$ cat src/rtl/w_bit_n_1_rr_mux.sv
// w_bit_n_1_rr_mux
// Registered N:1 stream multiplexer with round-robin arbitration and
// valid/ready handshakes on every input channel and on the output.
//
// Build option:
//   W_BIT_N_1_RR_MUX_FIXED_PRIO_EN - when defined, the rotating priority
//   pointer is removed and channel 0 always has highest priority.
//
// Parameters:
//   WIDTH - data bits per channel
//   N     - number of input channels (2..16)
//   SELW  - channel index width, derived from N
//
// Ports:
//   clk       - rising-edge clock
//   reset_n   - synchronous active-low reset
//   in_valid  - per-channel request, bit i = channel i
//   in_data   - channel i word at [i*WIDTH +: WIDTH]
//   in_ready  - per-channel accept, at most one bit high
//   out_valid - output register holds a word
//   out_data  - held word
//   out_sel   - index of the channel that supplied out_data
//   out_ready - sink accepts the held word
module w_bit_n_1_rr_mux #(
    parameter int unsigned WIDTH = 8,
    parameter int unsigned N     = 4,
    localparam int unsigned SELW = (N > 1) ? $clog2(N) : 1
) (
    input  logic               clk,
    input  logic               reset_n,
    input  logic [N-1:0]       in_valid,
    input  logic [N*WIDTH-1:0] in_data,
    output logic [N-1:0]       in_ready,
    output logic               out_valid,
    output logic [WIDTH-1:0]   out_data,
    output logic [SELW-1:0]    out_sel,
    input  logic               out_ready
);

    logic             out_valid_q, out_valid_d;
    logic [WIDTH-1:0] out_data_q, out_data_d;
    logic [SELW-1:0]  out_sel_q, out_sel_d;

    logic             load_en;
    logic             found;
    logic [N-1:0]     grant;
    logic [SELW-1:0]  grant_idx;
    logic [WIDTH-1:0] grant_data;
    logic             in_xfer;

`ifndef W_BIT_N_1_RR_MUX_FIXED_PRIO_EN
    logic [SELW-1:0]  ptr_q, ptr_d;
`endif

    // Output register can take a new word when empty or being drained this cycle.
    assign load_en = !out_valid_q || out_ready;

    // Arbitration: walk channels starting at the priority pointer, wrapping at N-1.
    always_comb begin
        int unsigned idx;
        found      = 1'b0;
        grant      = '0;
        grant_idx  = '0;
        grant_data = '0;
        idx        = 0;
        for (int unsigned k = 0; k < N; k++) begin
`ifdef W_BIT_N_1_RR_MUX_FIXED_PRIO_EN
            idx = k;
`else
            idx = int'(ptr_q) + k;
            if (idx >= N) begin
                idx = idx - N;
            end
`endif
            if (!found && in_valid[idx]) begin
                found      = 1'b1;
                grant[idx] = 1'b1;
                grant_idx  = SELW'(idx);
                grant_data = in_data[idx*WIDTH +: WIDTH];
            end
        end
    end

    // Gated by reset_n so nothing is accepted during a reset cycle.
    assign in_ready = (reset_n && load_en) ? grant : '0;
    assign in_xfer  = reset_n && load_en && found;

    always_comb begin
        out_valid_d = out_valid_q;
        out_data_d  = out_data_q;
        out_sel_d   = out_sel_q;
`ifndef W_BIT_N_1_RR_MUX_FIXED_PRIO_EN
        ptr_d       = ptr_q;
`endif
        if (in_xfer) begin
            out_valid_d = 1'b1;
            out_data_d  = grant_data;
            out_sel_d   = grant_idx;
`ifndef W_BIT_N_1_RR_MUX_FIXED_PRIO_EN
            // Winner drops to lowest priority.
            ptr_d       = (grant_idx == SELW'(N - 1)) ? '0 : grant_idx + 1'b1;
`endif
        end else if (out_ready) begin
            out_valid_d = 1'b0;
        end
    end

    always_ff @(posedge clk) begin
        if (!reset_n) begin
            out_valid_q <= 1'b0;
            out_data_q  <= '0;
            out_sel_q   <= '0;
`ifndef W_BIT_N_1_RR_MUX_FIXED_PRIO_EN
            ptr_q       <= '0;
`endif
        end else begin
            out_valid_q <= out_valid_d;
            out_data_q  <= out_data_d;
            out_sel_q   <= out_sel_d;
`ifndef W_BIT_N_1_RR_MUX_FIXED_PRIO_EN
            ptr_q       <= ptr_d;
`endif
        end
    end

    assign out_valid = out_valid_q;
    assign out_data  = out_data_q;
    assign out_sel   = out_sel_q;

endmodule

$ cat config.mk
export PLATFORM = sky130hd
export DESIGN_NAME = w_bit_n_1_rr_mux
export DESIGN_NICKNAME = d
export VERILOG_FILES = /design/src/rtl/w_bit_n_1_rr_mux.sv
export SDC_FILE = /design/constraint.sdc
export NUM_CORES = 1
export LEC_CHECK = 0
export BUFFER_PORTS_ARGS = -buffer_cell sky130_fd_sc_hd__buf_2
export CORE_ASPECT_RATIO = 1.75
export CORE_MARGIN = 1.5
export CORE_UTILIZATION = 46
export CTS_CLUSTER_DIAMETER = 50
export DETAILED_ROUTE_END_ITERATION = 7
export GPL_TIMING_DRIVEN = 0
export PLACE_DENSITY_LB_ADDON = 0.3
export SKIP_LAST_GASP = 1
export SLEW_MARGIN = 20
export SYNTH_ARGS = -nofsm -noshare
export SYNTH_HDL_FRONTEND = slang
export SYNTH_SLANG_ARGS = --single-unit
export TNS_END_PERCENT = 50
$ cat constraint.sdc
create_clock -name clk -period 4.05 [get_ports clk]
set_input_delay 0.405 -clock clk [delete_from_list [all_inputs] [get_ports clk]]
set_output_delay 0.405 -clock clk [all_outputs]
set_load 0.01 [all_outputs]
==> flow_metrics.tcl, run 1 <==
set metrics [dict create \
    fmax_mhz 267 \
    netlist_instances 208 \
    core.rowCount 31 \
    ios 54 \
    path_delay_family "buffers and inverters" \
    cts.htree.levels 1 \
    dp_hpwl_um 4300 \
    gp_routability_congestion 0.867 \
    path_clk_slew_ns 0.05 \
    die_x_um 52.0 \
    vdd_drop_max_mv 0.431 \
    layout-drive-gt1-share_pct 39.4 \
    viasPerCell 6.37 \
    dieArea_um2 4610 \
    arrival_ns 3.33 \
    required_ns 3.64 \
    final-hold-violation-count 0 \
    area_growth_pct 19.4 \
    antenna_found_initial 0 \
    fin_crit_ns 3.74 \
    register_area_um2 263 \
    yosys_warnings 0 \
    avgRoutedWirePerCell_um 17.8 \
    drtIter0Drc 84 \
    yosysSeqAreaShare_pct 13.5 \
    drc 0 \
    worstPathMaxFanout 10 \
    rsz0062_at_grt "false" \
    post_cts_buffers 0 \
    nets 311 \
    yosysTopAreaCell "mux4_2" \
    track_usage_pct 25.1 \
    numPortBuffers 52 \
    synth_common_cells "a21oi_1 (30), mux2i_1 (26), mux4_2 (20)" \
    synth_top_cell_area_share_pct 23.3 \
    core_area_um2 4070 \
    dieHeight_um 88.7 \
    vias 1994 \
    fillers 406 \
    grt_max_degree 13 \
    grt_pass1_vias 1821 \
    multiInputGateArea_um2 1560 \
    syn_area_um2 1930 \
    cts_tree "yes" \
    clock_path_buffers 2 \
    synthArstFlopShare_pct 0 \
    tightest_slew_ns 0.688 \
    synth_edf_count 0 \
    root_buffer "clkbuf_8" \
    grt_pass1_wl_um 8840 \
    final_util_pct 56.6 \
    dp_cells 309 \
    grt_busiest_layer "met2" \
    ys_types 40 \
    cts.sinks 13 \
    crit_slowest_cell "mux4_2" \
    cp-start-kind "register" \
    max_stage_delay_ns 0.65 \
    avgSynthCellArea_um2 9.28 \
    synth_most_common_cell "a21oi_1" \
    grt_overflow_total 0 \
    setup_tns_ns 0 \
    crit_buf_inv 6 \
    finalNonFillerCells 313 \
    syn-num-nets 254 \
    synth_area_leaders "mux4_2 (23%), dfxtp_1 (13%), mux2i_1 (13%)" \
    antenna_left 0 \
    finalCritPeriodShare_pct 92.3 \
    finalMaxSlewViolations 0 \
    cpMostUsedCell "buf_2" \
    fin_skew_ns 0.00171 \
    routed_wl_um 5560 \
    first_pass_iters 4 \
    status "finished clean" \
    slew_headroom_pct 54.2 \
    cts_buffers 3 \
    critical_path_class "register to output port" \
    pwr_density_cell_nw_per_um2 808 \
    cp-end-kind "output port" \
    antenna-diode-count 0 \
    cap_violations 0 \
    synthFlopType "dfxtp_1" \
    start_util_pct 47.4 \
    use_met1_pct 31.0 \
    met3_usage_pct 1.18 \
    met2_usage_pct 45.6 \
    hold_path_class "register to register" \
    clock_latency_ns 0.24 \
    p_leak_nw 0.962 \
    setup_violations 0 \
    whs_ns 0.462 \
    ys_ff_latch 13 \
    crit_chain "buf_6 -> clkbuf_2 -> inv_1 -> ha_1 -> buf_2 -> mux4_2 -> nor2b_4 -> buf_4 -> a22o_1 -> nand2_1 -> a21oi_1 -> buf_2" \
]
==> sequential cells by signal (all words and copies together), names as in the netlist <==
name,count
out_sel,2
out_data,8
out_valid,1
ptr_q,2
==> per-stage QoR <==
step / setup WS [ns] / area (um^2) / power (W)
6_report: 0.310 / 2300 / 0.00186
3_3_place_gp: 0.0650 / 2250 / 0.00171
2_1_floorplan: 0.730 / 1930 / 0.00138
5_1_grt: 0.0812 / 2300 / 0.00201
3_5_place_dp: 0.0202 / 2250 / 0.00172
4_1_cts: 0.106 / 2300 / 0.00185
==> worst min-delay path: stages (launching register included) <==
cell,delay (ns)
dfxtp_1,0.30
nand3_1,0.06
o31ai_1,0.06
==> logic make-up (layout without fill, tap and decap cells) <==
family,after synthesis,in the layout,synth area share (%)
AO/OA/AOI/OAI,84,84,29.1
multiplexers,47,47,37.4
AND/OR/NAND/NOR,34,34,9.60
buffers and inverters,23,79,5.90
flip-flops,13,13,13.5
adder cells (fa/ha/maj),7,7,4.54
==> routing by layer <==
metal | vias to the layer above | routed length (um) | part of all wire (%)
met5 | - | 0 | 0
met4 | 0 | 42 | 0.75
met3 | 4 | 238 | 4.3
met2 | 65 | 3120 | 56
met1 | 968 | 2170 | 39
li1 | 957 | - | -
==> worst paths after layout <==
path	startpoint	endpoint	slack (ns)	depth (start not counted)
worst min register to register	out_sel[1]	out_sel[1]	0.46	2
worst min-delay path	out_sel[1]	out_sel[1]	0.46	2
worst max-delay path	ptr_q[0]	in_ready[1]	0.31	12
worst max register to register	ptr_q[0]	ptr_q[0]	0.59	15
==> cell usage in the layout, fill, tap and decap left out, types with 3 or more instances in the layout <==
master    instances
dfxtp_1          11
o21ai_0          15
o211ai_1          9
clkbuf_1          8
a211o_1           8
nand2_1          11
ha_1              7
a21oi_1          30
mux4_2           20
nor2_1            7
o221a_2           8
mux2i_1          26
buf_2            60
clkbuf_8          3
a221o_1           3
nand3_1           4
==> where the power goes <==
group | internal (W) | switching, W
sequential | 0.000189 | 0.0000427
combinational | 0.000692 | 0.000825
clock | 0.0000693 | 0.0000433
==> final cells by class <==
cell class                 count  share of cell area, %
sequential                    13                   11.4
tap                           49                   2.66
clock buffer                   4                   1.96
timing repair buffer          52                   11.3
inverter                       2                  0.380
buffer                        21                   4.78
multi-input combinational    172                   67.5
==> what timing repair did <==
item	CTS	global route
endpoints found under the setup margin	4	4
hold buffers	0	0
resized for setup	3	4
(Power assumes the default switching activity.)
==> run 2: changes to the inputs <==
Settings changed: ABC_AREA from default to 1, ABC_CLOCK_PERIOD_IN_PS from default to 4050, HOLD_SLACK_MARGIN from default to 0.06.
==> run 2 against run 1 <==
Effect of this change: first-iteration DRC count rose by 37%; worst hold slack worse by 0.022 ns; total power rose by 6.6%; largest power group unchanged; largest cell class unchanged; flip-flop and latch count unchanged; register-to-register slack better by 0.21 ns; die area up 0.37%; non-clock buffer count is 1 higher; cell count increased by 49%; maximum frequency up 6.2%; final area grew 0.22%; highest routed layer unchanged; worst setup slack improved by 0.22 ns.
==> flow_metrics.tcl, run 2 <==
set metrics [dict create \
    dieHeight_um 88.8 \
    layout_common_cells "nand2_1 (97), buf_2 (58), o21ai_0 (54)" \
    grt_max_degree 13 \
    nets 463 \
    finalNonFillerCells 465 \
    start_util_pct 47.6 \
    antenna_found_initial 0 \
    track_usage_pct 29.0 \
    synthFlopType "dfxtp_1" \
    first_pass_iters 5 \
    arrival_ns 3.12 \
    yosys_warnings 0 \
    cts.htree.levels 1 \
    vias 2583 \
    regToRegStartpoint "ptr_q[1]" \
    fin_crit_ns 3.52 \
    synth_most_common_cell "nand2_1" \
    layout-drive-gt1-share_pct 22.6 \
    reg2reg_slack_ns 0.80 \
    stdcell_area_um2 2310 \
    ys_ff_latch 13 \
    cp-start-kind "register" \
    setup_tns_ns 0 \
    drc 0 \
    pwr_density_cell_nw_per_um2 860 \
    fmax_mhz 284 \
    worstPathMaxFanout 12 \
    syn_area_um2 1940 \
    yosysTopAreaCell "nand2_1" \
    holdBufCountCts 0 \
    synth_top_cell_area_share_pct 18.8 \
    core.rowCount 31 \
    netlist_instances 359 \
    largest_register_ffs 8 \
    final_common_cell "nand2_1" \
    final-hold-violation-count 0 \
    power_w 0.00199 \
    vdd_drop_max_mv 0.522 \
    root_buffer "clkbuf_8" \
    whs_ns 0.441 \
    dp_cells 461 \
    synth_common_cells "nand2_1 (97), o21ai_0 (54), nor2_1 (41)" \
    holdPathStages 3 \
    cts_buffers 3 \
    worstReg2RegEnd "ptr_q[1]" \
    grt_pass1_wl_um 10200 \
    cap_violations 0 \
    rr_worst_depth 14 \
    clock_latency_ns 0.25 \
    syn-num-nets 405 \
    register_area_um2 260 \
    routed_wl_um 6460 \
    tightest_slew_ns 0.678 \
    synthArstFlopShare_pct 0 \
    slew_headroom_pct 54.8 \
    synth_edf_count 0 \
    fin_skew_ns 0.00117 \
    ios 54 \
    numPortBuffers 53 \
    cts_tree "yes" \
    p_leak_nw 1.25 \
    fillers 461 \
    grt_overflow_total 0 \
    hold_path_class "input port to register" \
    multiInputGateArea_um2 1390 \
    post_cts_resized 0 \
    critical_path_class "register to output port" \
    dp_hpwl_um 4690 \
    drtIter0Drc 115 \
    hold_start "reset_n" \
    finalCritPeriodShare_pct 87.0 \
    post_cts_buffers 0 \
    setup_violations 0 \
    finalMaxSlewViolations 0 \
    path_clk_slew_ns 0.06 \
    rsz0062_at_grt "false" \
    clock_path_buffers 2 \
    cp-end-kind "output port" \
    ys_types 27 \
    area_growth_pct 19.2 \
    synth_area_leaders "nand2_1 (19%), o21ai_0 (14%), dfxtp_1 (13%)" \
    yosysSeqAreaShare_pct 13.4 \
    gp_routability_congestion 0.903 \
    cts.sinks 13 \
    status "finished clean" \
    antenna-diode-count 0 \
    required_ns 3.64 \
    dieArea_um2 4620 \
    hold_end "ptr_q[0]" \
    viasPerCell 5.55 \
    avgSynthCellArea_um2 5.40 \
    grt_pass1_vias 2313 \
    dpl_cell_area_um2 2260 \
    core_area_um2 4070 \
    antenna_left 0 \
    avgRoutedWirePerCell_um 13.9 \
    die_x_um 52.1 \
]
[run 2: cell count changes after synthesis, moves of 9 or more]
cell,before,now
o21ai_0,15,54
nand2_1,11,97
inv_1,1,40
mux4_2,20,0
nand3_1,4,15
nor2_1,7,41
mux2i_1,26,0
a21oi_2,0,9
[run 2: worst max-delay path, stage by stage, from the launching register on]
cell      delay, ns
dfxtp_1        0.37
inv_1          0.15
clkbuf_1       0.50
ha_1           0.38
inv_1          0.10
clkbuf_1       0.42
nand3_1        0.13
nand2_1        0.14
inv_1          0.06
nand2_2        0.10
buf_6          0.17
nor2_1         0.05
o21ai_1        0.12
inv_1          0.04
buf_2          0.13
[run 2: kinds of logic (layout without fill, tap and decap cells)]
family / count (synthesis) / after routing / synth area share (%)
adders and majority gates: 7 / 7 / 4.52
buffers and inverters: 65 / 122 / 14.9
AOI/OAI and AO/OA: 107 / 107 / 30.8
DFF: 13 / 13 / 13.4
and+or+nand+nor: 167 / 167 / 36.4
[run 2: where the power goes]
| part | switching, W | leakage, nW | internal [W] |
|---|---|---|---|
| logic | 0.00107 | 1.12 | 0.000553 |
| clock network | 0.0000544 | 0.0228 | 0.0000697 |
| registers | 0.0000453 | 0.109 | 0.000188 |
| total | 0.00117 | 1.25 | 0.000811 |
[run 2: final cells by class]
class                           instances  area share, %
Tap cell                               49           2.66
Buffer                                 21           5.31
Inverter                               44           7.15
Sequential cell                        13           11.3
Timing Repair Buffer                   53           11.5
Clock buffer                            4           1.95
Multi-Input combinational cell        281           60.2
[run 2: worst max-delay path by stage]
stage,start,endpoint,cells past startpoint
floorplan,ptr_q[0],ptr_q[1],15
global placement,ptr_q[1],in_ready[0],14
detailed placement,ptr_q[1],in_ready[0],14
CTS,ptr_q[1],in_ready[0],14
global route,ptr_q[1],in_ready[3],14
finish,ptr_q[1],in_ready[0],14
[run 2: stage by stage]
stage               utilization [%]  setup slack [ns]
CTS                            56.7             0.606
floorplan                         -              1.42
global placement               55.6             0.916
global route                   56.7             0.343
finish                         56.7             0.528
detailed placement             55.6             0.877
[run 2: metal layers]
layer,track usage (%),wire [um],up-vias
li1,-,-,1274
met1,32.3,2370,1131
met2,53.5,3350,159
met3,3.55,599,19
met4,12.4,146,0
met5,0,0,-
